### src/rtl/tmds_pkg.sv
// Shared TMDS receive definitions: the four control-token symbols and the
// per-channel alignment state encoding.
package tmds_pkg;

  localparam logic [9:0] TokenC0 = 10'h354;
  localparam logic [9:0] TokenC1 = 10'h0AB;
  localparam logic [9:0] TokenC2 = 10'h154;
  localparam logic [9:0] TokenC3 = 10'h2AB;

  typedef enum logic [1:0] {
    StSearch,
    StSlip,
    StAligned
  } ch_state_e;

  function automatic logic is_token(logic [9:0] sym);
    return (sym == TokenC0) || (sym == TokenC1) || (sym == TokenC2) || (sym == TokenC3);
  endfunction

  function automatic logic [1:0] token_code(logic [9:0] sym);
    logic [1:0] code;
    case (sym)
      TokenC1: code = 2'b01;
      TokenC2: code = 2'b10;
      TokenC3: code = 2'b11;
      default: code = 2'b00;
    endcase
    return code;
  endfunction

endpackage

### src/rtl/tmds_ch_decoder.sv
// One TMDS channel: input symbol register, registered symbol decode and the
// word-alignment state machine that requests bitslips until tokens line up.
module tmds_ch_decoder
  import tmds_pkg::*;
#(
  parameter int unsigned SEARCH_TIMEOUT = 65536,
  parameter int unsigned LOSS_TIMEOUT   = 1048576,
  parameter int unsigned TOKEN_RUN      = 8,
  parameter int unsigned SLIP_WAIT      = 16
) (
  input  logic       clk_i,
  input  logic       rst_ni,
  input  logic [9:0] sym_i,
  output logic       bitslip_o,
  output logic       aligned_o,
  output logic       ctrl_valid_o,
  output logic [1:0] ctrl_o,
  output logic [7:0] data_o
);

  localparam int unsigned MaxSl  = (SEARCH_TIMEOUT > LOSS_TIMEOUT) ? SEARCH_TIMEOUT : LOSS_TIMEOUT;
  localparam int unsigned MaxTmo = (MaxSl > SLIP_WAIT) ? MaxSl : SLIP_WAIT;
  localparam int unsigned TmoW   = $clog2(MaxTmo + 1);
  localparam int unsigned RunW   = $clog2(TOKEN_RUN + 1);

  localparam logic [TmoW-1:0] SearchLim = TmoW'(SEARCH_TIMEOUT);
  localparam logic [TmoW-1:0] LossLim   = TmoW'(LOSS_TIMEOUT);
  localparam logic [TmoW-1:0] SlipLim   = TmoW'(SLIP_WAIT);
  localparam logic [RunW-1:0] RunLim    = RunW'(TOKEN_RUN);

  logic [9:0] sym_q;
  logic       ctrl_valid_q;
  logic [1:0] ctrl_q;
  logic [7:0] data_q;
  logic [7:0] d_unmask, data_dec;
  logic       tok;

  always_comb begin
    d_unmask    = sym_q[9] ? ~sym_q[7:0] : sym_q[7:0];
    data_dec    = '0;
    data_dec[0] = d_unmask[0];
    for (int i = 1; i < 8; i++) begin
      data_dec[i] = sym_q[8] ? (d_unmask[i] ^ d_unmask[i-1]) : ~(d_unmask[i] ^ d_unmask[i-1]);
    end
  end

  assign tok = is_token(sym_q);

  always_ff @(posedge clk_i or negedge rst_ni) begin
    if (!rst_ni) begin
      sym_q        <= '0;
      ctrl_valid_q <= 1'b0;
      ctrl_q       <= '0;
      data_q       <= '0;
    end else begin
      sym_q        <= sym_i;
      ctrl_valid_q <= tok;
      ctrl_q       <= token_code(sym_q);
      data_q       <= data_dec;
    end
  end

  ch_state_e       state_q, state_d;
  logic [TmoW-1:0] tmo_q, tmo_d, tmo_inc;
  logic [RunW-1:0] run_q, run_d, run_inc;
  logic            bitslip_q, bitslip_d;
  logic            run_done;

  // Both counters saturate; run stays at TOKEN_RUN through a continuous token stream.
  assign tmo_inc  = (tmo_q == '1) ? tmo_q : tmo_q + TmoW'(1);
  assign run_inc  = (run_q >= RunLim) ? RunLim : run_q + RunW'(1);
  assign run_done = tok && (run_inc == RunLim);

  always_comb begin
    state_d   = state_q;
    tmo_d     = tmo_q;
    run_d     = run_q;
    bitslip_d = 1'b0;
    unique case (state_q)
      StSearch: begin
        run_d = tok ? run_inc : '0;
        tmo_d = tmo_inc;
        if (run_done) begin
          state_d = StAligned;
          tmo_d   = '0;
        end else if (tmo_inc == SearchLim) begin
          state_d   = StSlip;
          tmo_d     = '0;
          run_d     = '0;
          bitslip_d = 1'b1;
        end
      end
      StSlip: begin
        run_d = '0;
        tmo_d = tmo_inc;
        if (tmo_inc == SlipLim) begin
          state_d = StSearch;
          tmo_d   = '0;
        end
      end
      StAligned: begin
        run_d = tok ? run_inc : '0;
        tmo_d = tmo_inc;
        // A completed run wins over a simultaneous loss expiry.
        if (run_done) begin
          tmo_d = '0;
        end else if (tmo_inc == LossLim) begin
          state_d = StSearch;
          tmo_d   = '0;
          run_d   = '0;
        end
      end
      default: begin
        state_d = StSearch;
        tmo_d   = '0;
        run_d   = '0;
      end
    endcase
  end

  always_ff @(posedge clk_i or negedge rst_ni) begin
    if (!rst_ni) begin
      state_q   <= StSearch;
      tmo_q     <= '0;
      run_q     <= '0;
      bitslip_q <= 1'b0;
    end else begin
      state_q   <= state_d;
      tmo_q     <= tmo_d;
      run_q     <= run_d;
      bitslip_q <= bitslip_d;
    end
  end

  assign bitslip_o    = bitslip_q;
  assign aligned_o    = (state_q == StAligned);
  assign ctrl_valid_o = ctrl_valid_q;
  assign ctrl_o       = ctrl_q;
  assign data_o       = data_q;

endmodule

### src/rtl/tmds_rx_decoder.sv
// Three-channel TMDS receive decoder: per-channel alignment/decode plus the
// pixel combine, sync hold and registered lock indication.
module tmds_rx_decoder
  import tmds_pkg::*;
#(
  parameter int unsigned SEARCH_TIMEOUT = 65536,
  parameter int unsigned LOSS_TIMEOUT   = 1048576,
  parameter int unsigned TOKEN_RUN      = 8,
  parameter int unsigned SLIP_WAIT      = 16
) (
  input  logic        clk,
  input  logic        reset_n,
  input  logic [9:0]  tmds_red,
  input  logic [9:0]  tmds_green,
  input  logic [9:0]  tmds_blue,
  output logic [2:0]  bitslip,
  output logic [23:0] rgb,
  output logic        hs,
  output logic        vs,
  output logic        de,
  output logic        locked
);

  logic [9:0] ch_sym  [3];
  logic [1:0] ch_code [3];
  logic [7:0] ch_data [3];
  logic [2:0] ch_aligned;
  logic [2:0] ch_ctrl_valid;

  // Channel index matches the bitslip bit: 2 = red, 1 = green, 0 = blue.
  assign ch_sym[2] = tmds_red;
  assign ch_sym[1] = tmds_green;
  assign ch_sym[0] = tmds_blue;

  for (genvar c = 0; c < 3; c++) begin : g_ch
    tmds_ch_decoder #(
      .SEARCH_TIMEOUT(SEARCH_TIMEOUT),
      .LOSS_TIMEOUT  (LOSS_TIMEOUT),
      .TOKEN_RUN     (TOKEN_RUN),
      .SLIP_WAIT     (SLIP_WAIT)
    ) u_ch (
      .clk_i       (clk),
      .rst_ni      (reset_n),
      .sym_i       (ch_sym[c]),
      .bitslip_o   (bitslip[c]),
      .aligned_o   (ch_aligned[c]),
      .ctrl_valid_o(ch_ctrl_valid[c]),
      .ctrl_o      (ch_code[c]),
      .data_o      (ch_data[c])
    );
  end

  logic locked_q, hs_q, vs_q;

  always_ff @(posedge clk or negedge reset_n) begin
    if (!reset_n) begin
      locked_q <= 1'b0;
      hs_q     <= 1'b0;
      vs_q     <= 1'b0;
    end else begin
      locked_q <= &ch_aligned;
      if (ch_ctrl_valid[0]) begin
        hs_q <= ch_code[0][0];
        vs_q <= ch_code[0][1];
      end
    end
  end

  always_comb begin
    de  = locked_q & ~|ch_ctrl_valid;
    rgb = de ? {ch_data[2], ch_data[1], ch_data[0]} : '0;
    hs  = locked_q & (ch_ctrl_valid[0] ? ch_code[0][0] : hs_q);
    vs  = locked_q & (ch_ctrl_valid[0] ? ch_code[0][1] : vs_q);
  end

  assign locked = locked_q;

  // Only blue's control code drives sync.
  logic unused_code;
  assign unused_code = ^{ch_code[2], ch_code[1]};

endmodule

### config.mk
export PLATFORM = sky130hd
export DESIGN_NAME = tmds_rx_decoder
export DESIGN_NICKNAME = d
export VERILOG_FILES = /design/src/rtl/tmds_pkg.sv /design/src/rtl/tmds_ch_decoder.sv /design/src/rtl/tmds_rx_decoder.sv
export SDC_FILE = /design/constraint.sdc
export NUM_CORES = 1
export LEC_CHECK = 0
export CORE_UTILIZATION = 64
export DETAILED_ROUTE_END_ITERATION = 16
export PLACE_DENSITY = 0.85
export SLEW_MARGIN = 20
export SYNTH_ARGS = -nofsm -noshare
export SYNTH_HDL_FRONTEND = slang
export SYNTH_SLANG_ARGS = --single-unit
### constraint.sdc
create_clock -name clk -period 6.3 [get_ports clk]
set_input_delay 1.26 -clock clk [delete_from_list [all_inputs] [get_ports clk]]
set_output_delay 1.26 -clock clk [all_outputs]
set_load 0.02 [all_outputs]
# Word-level counts from Yosys, hierarchy flattened
# Index checks and enable logic that the tools add are counted.
[op_classes]
n_addsub = 6
magnitude_cmp = 3
eq_ne = 45
muxes = 97
n_bitwise = 48
reduce_logical = 21
[op_table]
columns = ["cell", "n"]
rows = [
  ["21-bit 2-to-1 mux", 18],
  ["21-bit case mux with 3 select lines", 3],
  ["21-bit equality test, second input constant", 6],
  ["4-bit 2-to-1 mux", 18],
  ["21-bit by 1-bit adder with 21-bit output, second input constant", 3],
  ["21-bit by 17-bit equality test with 1-bit output, second input constant", 3],
  ["21-bit by 5-bit equality test with 1-bit output, second input constant", 3],
  ["10-bit equality test, second input constant", 6],
  ["1-bit 2-to-1 mux", 32],
  ["10-bit by 8-bit equality test with 1-bit output, second input constant", 3],
  ["10-bit by 9-bit equality test with 1-bit output, second input constant", 3],
  ["2-bit 2-to-1 mux", 15],
  ["24-bit 2-to-1 mux", 1],
  ["8-bit 2-to-1 mux", 3],
  ["8-bit inverter", 3],
  ["2-bit case mux with 3 select lines", 4],
  ["4-bit case mux with 2 select lines", 3],
  ["1-bit inverter", 21],
  ["1-bit XOR", 21],
  ["4-bit by 1-bit adder with 4-bit output, second input constant", 3],
  ["4-bit equality test, second input constant", 3],
  ["4-bit >= comparator, second input constant", 3],
  ["2-bit != test, second input constant", 6],
  ["4-bit AND reduction", 3],
  ["other kinds (11)", 33],
]
[totals]
regBits = 146
input_bits = 32
out_inout_bits = 31
elab_cells = 245

# Longest topological paths before layout
# Gate-level depths: netlist of run 1.
[depth]
depth_word = 8
ltp_mapped = 10
mapped_depth_nobuf = 9

# Modules after synthesis
# From an unflattened synthesis of run 1, not the netlist that was laid out.
[hier_totals]
hier_cells = 827
area_unflattened_um2 = 8463.1
[modules_own_cells]
columns = ["mod", "n_inst", "cells_each", "area_per_inst_um2", "seq_area_each_um2"]
rows = [
  ["tmds_ch_decoder (g_ch[0].u_ch)", 1, 277, 2914.0, 1226.2],
  ["tmds_ch_decoder (g_ch[2].u_ch)", 1, 253, 2617.5, 1226.2],
  ["tmds_ch_decoder (g_ch[1].u_ch)", 1, 262, 2601.2, 1226.2],
  ["tmds_rx_decoder", 1, 35, 330.3, 75.1],
]

# Least setup slack after synthesis of run 1
# OpenSTA, ideal clock, no wires.
[synth_timing]
kind = "register -> output"
from = "reg locked_q, in the netlist locked"
to = "out rgb[14]"
arrival_ns = 1.667
required_time_ns = 5.040
path_slack_ns = 3.373
path_stages_with_launch = 4
path_buffers = 1
path_cell_list = "dfrtp_1 nor4b_1 clkbuf_1 and2_1"
[synth_between]
elab_chain_len = 2
[synth_rtl]
columns = ["item", "line_no", "text"]
rows = [
  ["start, declared", "tmds_rx_decoder.sv:53", "logic locked_q, hs_q, vs_q;"],
  ["start signal, assigned", "tmds_rx_decoder.sv:61", "locked_q <= &ch_aligned;"],
  ["1-bit AND", "tmds_rx_decoder.sv:70", "de = locked_q & ~|ch_ctrl_valid;"],
  ["via de", "tmds_rx_decoder.sv:20", "output logic de,"],
  ["24-bit 2-to-1 mux", "tmds_rx_decoder.sv:71", "rgb = de ? {ch_data[2], ch_data[1], ch_data[0]} : '0;"],
  ["end, declared", "tmds_rx_decoder.sv:17", "output logic [23:0] rgb,"],
]
# The timed path passes the listed nets, and every way through them passes these cells.

# Final worst setup path of run 1
[layout_timing]
from = "reg g_ch[0].u_ch.ctrl_valid_q"
to = "out rgb[4]"
[layout_between]
elab_chain_len = 4
[layout_rtl]
columns = ["item", "line_no", "text"]
rows = [
  ["start, declared", "tmds_ch_decoder.sv:32", "logic ctrl_valid_q;"],
  ["start signal, assigned", "tmds_ch_decoder.sv:57", "ctrl_valid_q <= tok;"],
  ["3-bit OR reduction", "tmds_rx_decoder.sv:70", ""],
  ["1-bit zero test", "tmds_rx_decoder.sv:70", ""],
  ["1-bit AND", "tmds_rx_decoder.sv:70", ""],
  ["24-bit 2-to-1 mux", "tmds_rx_decoder.sv:71", ""],
]
# No other way between the ends.

==> flow_summary.ini, run 1 <==
[synth]
synth.ff_latch_count = 146
synth_warnings = 0
gate_count_post_synth = 836
synth_cell_types = 76
synthesis.area_per_instance_um2 = 9.923
net_count_of_the_mapped_netlist = 895
postSynth.topFlopCell = sky130_fd_sc_hd__dfrtp_1
synth_async_sr_flop_share = 1.000
synth.cell_area_mm2 = 0.008295
ys_seq_area_frac = 0.4404
synth-edff-count = 0

[cts]
cts-hold-fix-buffers = 0
postCtsSetupRepairBufs = 0
cts_tree = built
tritoncts.num_buffers = 17
cts_htree_levels = 4
cts_resized = 0
clock_tree.root_cell = sky130_fd_sc_hd__clkbuf_16
clkLatencyLatePin_ns = 0.42
path_clk_slew_ns = 0.06
cts_max_path_buffers = 2
clock_net_sink_count = 146

[cells_and_area]
flow.area_growth_from_synthesis_pct = 14.19
final_net_count = 923
drive_gt1_frac = 0.08096
n_antenna_cell = 0

[place]
gp_congestion = 0.8947
post-dp-hpwl_mm = 11.95
port-buffer-count = 62
placement.setup.worst_slack_ns = 2.895

[sta]
max_freq_ghz = 0.2640
fin_skew_ns = 0.008264
final-max-slew-violation-count = 0
hold_viol_final = 0
setup_tns_ns = 0
tightestPinTransition_ns = 0.9490
finalCritPeriodShare = 0.6013
rsz0062_at_grt = no
finalWorstSetupSlack_ns = 2.512
finalCriticalPeriod_ns = 3.788
slew-limit-headroom = 0.3674
timing.final.setup_violations = 0

[drt]
drc_errors = 0
routed_wire_length_mm = 17.94
routed-via-count = 6445
routed_via_density = 6.144
drt_iter0_drc = 557
drt-pass1-iter-count = 5
post_route_antenna_net_violation_count = 0
drt-wirelength-per-cell_um = 17.10

[power_and_ir_drop]
vdd_drop_max_v = 0.0001810
cellPowerDensity_mw_per_mm2 = 230.4
p_leak_nw = 4.094

[setup_path]
path_depth = 4
crit_path_cell_trace = nor4b_2, buf_4, and2_1, clkdlybuf4s50_1
setup.worst_path.end_class = primary output
regToRegSetupSlack_ns = 3.23
worstPathRequired_ns = 5.04
r2r_worst_path_depth = 8
critical-path-slowest-cell = sky130_fd_sc_hd__nor4b_2
crit_buf_inv = 2
critPathMaxStageDelay_ns = 0.63
crit_path_kind = flip-flop to primary output
arrival_worst_endpoint_ns = 2.53
critPathTopFamily = buffers and inverters
crit_fanout = 17
start_kind = flip-flop

[die]
fp.dieW_um = 115.9
die_height_um = 115.9
top_level_ports = 63
core.rowCount = 41
initial_core_util = 0.6573
die_area_mm2 = 0.01342
core_area_mm2 = 0.01262

[worst_hold_path]
holdPathStages = 1
hold_path_class = flip-flop to flip-flop

[run]
cap_viol_max_count = 0

[global_route]
track_usage = 0.2868
grt_pass1_wl_mm = 29.86
grt_remaining_overflow = 0
antenna_found_initial = 0
number_of_global_route_vias_before_repair = 6352
maximum_number_of_pins_on_one_net_before_global_route_repair = 77

[run_status]
run_status = finished clean
## Yosys cell counts (all sizes together), types with 14 or more instances
cell type,number,area share
a21oi,57,0.034
a22oi,14,0.013
a31oi,17,0.013
and2,36,0.027
and3,14,0.011
buf,21,0.018
clkbuf,33,0.019
dfrtp,146,0.44
ha,27,0.041
inv,35,0.016
nand2,38,0.017
nand3,31,0.019
nand4,28,0.029
nor2,56,0.025
nor3,28,0.019
nor4,15,0.016
o21ai,18,0.011
xnor2,54,0.057
xor2,35,0.037
## area by class of cell
| type | instances | area (µm²) |
|---|---|---|
| inverter | 35 | 131.4 |
| clock inverter | 11 | 200.2 |
| multi-input combinational | 600 | 4175 |
| fill | 875 | 3147 |
| clock buffer | 21 | 460.4 |
| tap | 172 | 215.2 |
| timing repair buffer | 64 | 636.9 |
| sequential | 146 | 3654 |
## cells in the final DEF (no fill, tap or decap), types with 3 or more instances in the layout
master / Yosys / routed
sky130_fd_sc_hd__nor2b_1: 3 / 3
sky130_fd_sc_hd__nor3_1: 25 / 25
sky130_fd_sc_hd__clkdlybuf4s50_1: 0 / 61
sky130_fd_sc_hd__a22oi_1: 14 / 14
sky130_fd_sc_hd__xor2_1: 35 / 35
sky130_fd_sc_hd__and3_1: 13 / 13
sky130_fd_sc_hd__o21ai_0: 18 / 18
sky130_fd_sc_hd__nand4_1: 21 / 21
sky130_fd_sc_hd__nand2_1: 38 / 38
sky130_fd_sc_hd__clkbuf_16: 0 / 17
sky130_fd_sc_hd__nand4_2: 5 / 5
sky130_fd_sc_hd__xnor2_1: 54 / 54
sky130_fd_sc_hd__bufinv_16: 0 / 5
sky130_fd_sc_hd__o21bai_1: 3 / 3
sky130_fd_sc_hd__a41oi_1: 4 / 4
sky130_fd_sc_hd__a311oi_1: 4 / 4
sky130_fd_sc_hd__a31oi_1: 17 / 17
sky130_fd_sc_hd__ha_1: 27 / 27
sky130_fd_sc_hd__a211oi_1: 10 / 10
sky130_fd_sc_hd__nor4b_1: 5 / 4
sky130_fd_sc_hd__a21oi_1: 57 / 57
sky130_fd_sc_hd__o31ai_1: 4 / 4
sky130_fd_sc_hd__inv_1: 35 / 35
sky130_fd_sc_hd__or3_1: 11 / 11
sky130_fd_sc_hd__dfrtp_1: 146 / 146
sky130_fd_sc_hd__or2_2: 7 / 7
sky130_fd_sc_hd__nand4b_1: 3 / 3
sky130_fd_sc_hd__nor4_1: 11 / 11
sky130_fd_sc_hd__and2_1: 33 / 33
sky130_fd_sc_hd__and4_1: 11 / 11
sky130_fd_sc_hd__mux2i_1: 9 / 9
sky130_fd_sc_hd__nor2_1: 56 / 56
sky130_fd_sc_hd__mux2_2: 3 / 3
sky130_fd_sc_hd__or4_1: 4 / 4
sky130_fd_sc_hd__o2bb2ai_1: 3 / 3
sky130_fd_sc_hd__nand3_1: 31 / 31
sky130_fd_sc_hd__nand2b_1: 10 / 10
sky130_fd_sc_hd__nor3b_1: 5 / 5
## worst register-to-register path, delay by kind of cell, from the launching register on
kind | cells | cell delay (ns)
fa+ha+maj | 1 | 0.33
simple gates | 4 | 1.38
flops | 1 | 0.46
compound gates | 3 | 0.80
## cells by family (layout without fill, tap and decap cells)
family,Yosys count,after routing,synth area share
XOR/XNOR,89,89,0.09397
AO/OA/AOI/OAI,157,157,0.1262
adder cells (fa/ha/maj),27,27,0.04072
multiplexers,12,12,0.01493
buffers and inverters,90,131,0.05701
AND/OR/NAND/NOR,315,315,0.2267
flip-flops,146,146,0.4404
## worst paths after layout
check / startpoint / end
worst max register to register: g_ch[1].u_ch.tmo_q[1] / g_ch[1].u_ch.run_q[3]
worst max-delay path: g_ch[0].u_ch.ctrl_valid_o / rgb[4]
worst min-delay path: g_ch[2].u_ch.sym_q[9] / g_ch[2].u_ch.data_o[0]
worst min register to register: g_ch[2].u_ch.sym_q[9] / g_ch[2].u_ch.data_o[0]
max in group asynchronous: reset_n / g_ch[2].u_ch.sym_q[1]
min in group asynchronous: reset_n / g_ch[1].u_ch.sym_q[9]
## metal layers
| layer | part of all wire | vias up | track usage |
|---|---|---|---|
| met5 | 0 | - | 0 |
| met4 | 0.031 | 0 | 0.1231 |
| met1 | 0.40 | 3167 | 0.3426 |
| met2 | 0.52 | 189 | 0.5004 |
| li1 | - | 3038 | - |
| met3 | 0.042 | 51 | 0.06172 |
## where the power goes
group	internal [mW]	switching, mW
Sequential	0.970	0.0178
Clock	0.728	0.390
Combinational	0.0383	0.0385
Total	1.74	0.446
## sequential cells by signal, indices dropped and copies added, names as in the netlist
| signal | cells |
|---|---|
| g_ch.u_ch.tmo_q | 63 |
| g_ch.u_ch.sym_q | 30 |
| g_ch.u_ch.data_o | 24 |
| g_ch.u_ch.run_q | 12 |
| g_ch.u_ch.state_q | 6 |
| g_ch.u_ch.bitslip_o | 3 |
| g_ch.u_ch.ctrl_valid_o | 3 |
| g_ch.u_ch.ctrl_o | 2 |
| hs_q | 1 |
| locked | 1 |
| vs_q | 1 |
## per-stage QoR
stage	area (µm²)	hold slack, ns	util	total power [mW]	cells
after floorplan	8295	0.4166	-	1.031	836
after CTS	9473	0.4349	0.7506	2.197	1049
after global routing	9473	0.4478	0.7506	2.255	1049
final	9473	0.4343	0.7506	2.183	1049
after global placement	8812	0.4217	0.6983	1.076	1017
after detailed placement	8812	0.4291	0.6983	1.081	1017
Power figures use the tool's default switching activity.
==> inputs of run 2 (changes only) <==
Settings changed: CORE_UTILIZATION 64 to 54, PLACE_DENSITY 0.85 to 0.76.
Clock period 6.3 ns to 3.1 ns, I/O delays scaled along.
==> run 2 against run 1 <==
  * Via count is 0.85% lower
  * Die area is 18% higher
  * Critical path depth up 4
  * Utilization down 11 points
  * Hold slack lost 0.24 ns
  * Setup slack worse by 2.3 ns
  * Power increased by 93%
  * Non-clock buffer count increased by 12
  * Register-to-register slack lost 3.1 ns
  * Sequential share of layout area is 0.19 points lower
  * Sequential power is 100% higher
==> flow_summary.ini, run 2 (synthesis results as in run 1) <==
[setup_path]
setup.worst_path.end_class = flip-flop
start_kind = flip-flop
arrival_worst_endpoint_ns = 3.19
crit_path_kind = flip-flop to flip-flop
worstPathRequired_ns = 3.36
crit_fanout = 6

[sta]
setup_tns_ns = 0
tightestPinTransition_ns = 0.8339
slew-limit-headroom = 0.4441
fin_hold_ws_ns = 0.1946
finalCritPeriodShare = 0.9462
rsz0062_at_grt = no
finalWorstSetupSlack_ns = 0.1667
fin_skew_ns = 0.01201
final-max-slew-violation-count = 0
timing.final.setup_violations = 0
finalCriticalPeriod_ns = 2.933
max_freq_ghz = 0.3409
hold_viol_final = 0

[power_and_ir_drop]
cellPowerDensity_mw_per_mm2 = 441.6
p_leak_nw = 4.125
vdd_drop_max_v = 0.0003883
finalPower_mw = 4.205

[global_route]
grt_pass1_wl_mm = 30.10
track_usage = 0.2376
grt_remaining_overflow = 0
antenna_found_initial = 0
number_of_global_route_vias_before_repair = 6254
maximum_number_of_pins_on_one_net_before_global_route_repair = 73

[place]
port-buffer-count = 62
post-dp-hpwl_mm = 12.39
placed_cells_incl_taps = 1041
placement.setup.worst_slack_ns = 0.2957
postPlaceCellArea_mm2 = 0.008917
gp_congestion = 0.8987

[drt]
routed_via_density = 5.955
drt-wirelength-per-cell_um = 16.47
post_route_antenna_net_violation_count = 0
drc_errors = 0
routed_wire_length_mm = 17.67
drt_iter0_drc = 489
routed-via-count = 6390
drt-pass1-iter-count = 5

[die]
core.rowCount = 44
fp.dieW_um = 125.9
initial_core_util = 0.5622
top_level_ports = 63
die_area_mm2 = 0.01586
die_height_um = 125.9
core_area_mm2 = 0.01475

[cts]
cts_htree_levels = 4
clock_net_sink_count = 146
cts_tree = built
postCtsSetupRepairBufs = 0
clkLatencyLatePin_ns = 0.42
path_clk_slew_ns = 0.06
cts_max_path_buffers = 2
tritoncts.num_buffers = 17
clock_tree.root_cell = sky130_fd_sc_hd__clkbuf_16

[cells_and_area]
layout.core_utilization = 0.6453
leading_cell_types_in_the_layout_fill_and_taps_excluded = 146 x sky130_fd_sc_hd__dfrtp_1, 61 x sky130_fd_sc_hd__clkdlybuf4s50_1, 57 x sky130_fd_sc_hd__a21oi_1
n_antenna_cell = 0
largest-register = g_ch.u_ch.tmo_q
drive_gt1_frac = 0.09336
final_area_mm2 = 0.009520
finish.cell_count_without_fillers = 1073
largest_register_ff_count = 63
layout.cells.most_common = sky130_fd_sc_hd__dfrtp_1
flow.area_growth_from_synthesis_pct = 14.77
final_net_count = 935

[run]
cap_viol_max_count = 0

[run_status]
run_status = finished clean

[worst_hold_path]
hold_path_class = primary input to async pin
run 2: cell types whose count changed in the layout (fill, tap and decap cells not counted), moves of 2 or more:
| cell | previous run | this run |
|---|---|---|
| sky130_fd_sc_hd__clkinv_2 | 0 | 4 |
| sky130_fd_sc_hd__inv_6 | 2 | 0 |
| sky130_fd_sc_hd__buf_4 | 2 | 14 |
| sky130_fd_sc_hd__clkbuf_1 | 2 | 4 |
| sky130_fd_sc_hd__bufinv_16 | 5 | 3 |
run 2: per-layer routing:
layer | share of wire | GRT usage | up-vias
met5 | 0 | 0 | -
met4 | 0.017 | 0.07867 | 0
met1 | 0.44 | 0.3007 | 3172
met3 | 0.045 | 0.05820 | 22
li1 | - | - | 3042
met2 | 0.50 | 0.3991 | 154
run 2: final timing paths:
path	start	to	slack [ns]	cells after the start
min	reset_n	g_ch[0].u_ch.tmo_q[2]	0.19	1
max in group asynchronous	reset_n	g_ch[2].u_ch.tmo_q[5]	2.10	2
min in group clk	g_ch[1].u_ch.sym_q[9]	g_ch[1].u_ch.data_o[0]	0.44	1
min reg2reg	g_ch[1].u_ch.sym_q[9]	g_ch[1].u_ch.data_o[0]	0.44	1
max	g_ch[1].u_ch.tmo_q[1]	g_ch[1].u_ch.tmo_q[16]	0.17	8
max reg2reg	g_ch[1].u_ch.tmo_q[1]	g_ch[1].u_ch.tmo_q[16]	0.17	8
run 2: timing repair:
item                                    in CTS  in global routing
hold buffers                                 0                  0
resized for setup                            0                  3
endpoints found under the setup margin       0                  5
run 2: worst max-delay path, stage by stage (launching register included):
cell	delay, ns
sky130_fd_sc_hd__dfrtp_1	0.44
sky130_fd_sc_hd__ha_1	0.31
sky130_fd_sc_hd__nand4_1	0.29
sky130_fd_sc_hd__nor4_1	0.46
sky130_fd_sc_hd__mux2i_1	0.29
sky130_fd_sc_hd__mux2i_1	0.13
sky130_fd_sc_hd__nand4b_1	0.35
sky130_fd_sc_hd__a211oi_4	0.35
sky130_fd_sc_hd__o22ai_1	0.14
run 2: power by group:
group          internal, mW  total [mW]  leakage (nW)  switching [mW]
Combinational        0.0794       0.156          1.97          0.0762
Clock                  1.28        2.04         0.284           0.761
Sequential             1.97        2.01          1.87          0.0350
Total                  3.33        4.20          4.13           0.872
run 2: area by class of cell:
| cell class | count | area (µm²) |
|---|---|---|
| flip-flops and latches | 146 | 3654 |
| well taps | 184 | 230.2 |
| repair buffers | 76 | 726.9 |
| clock inverters | 10 | 133.9 |
| clock buffers | 22 | 454.2 |
| multi-input cells | 600 | 4190 |
| inverters | 35 | 131.4 |
| fillers | 1129 | 5234 |
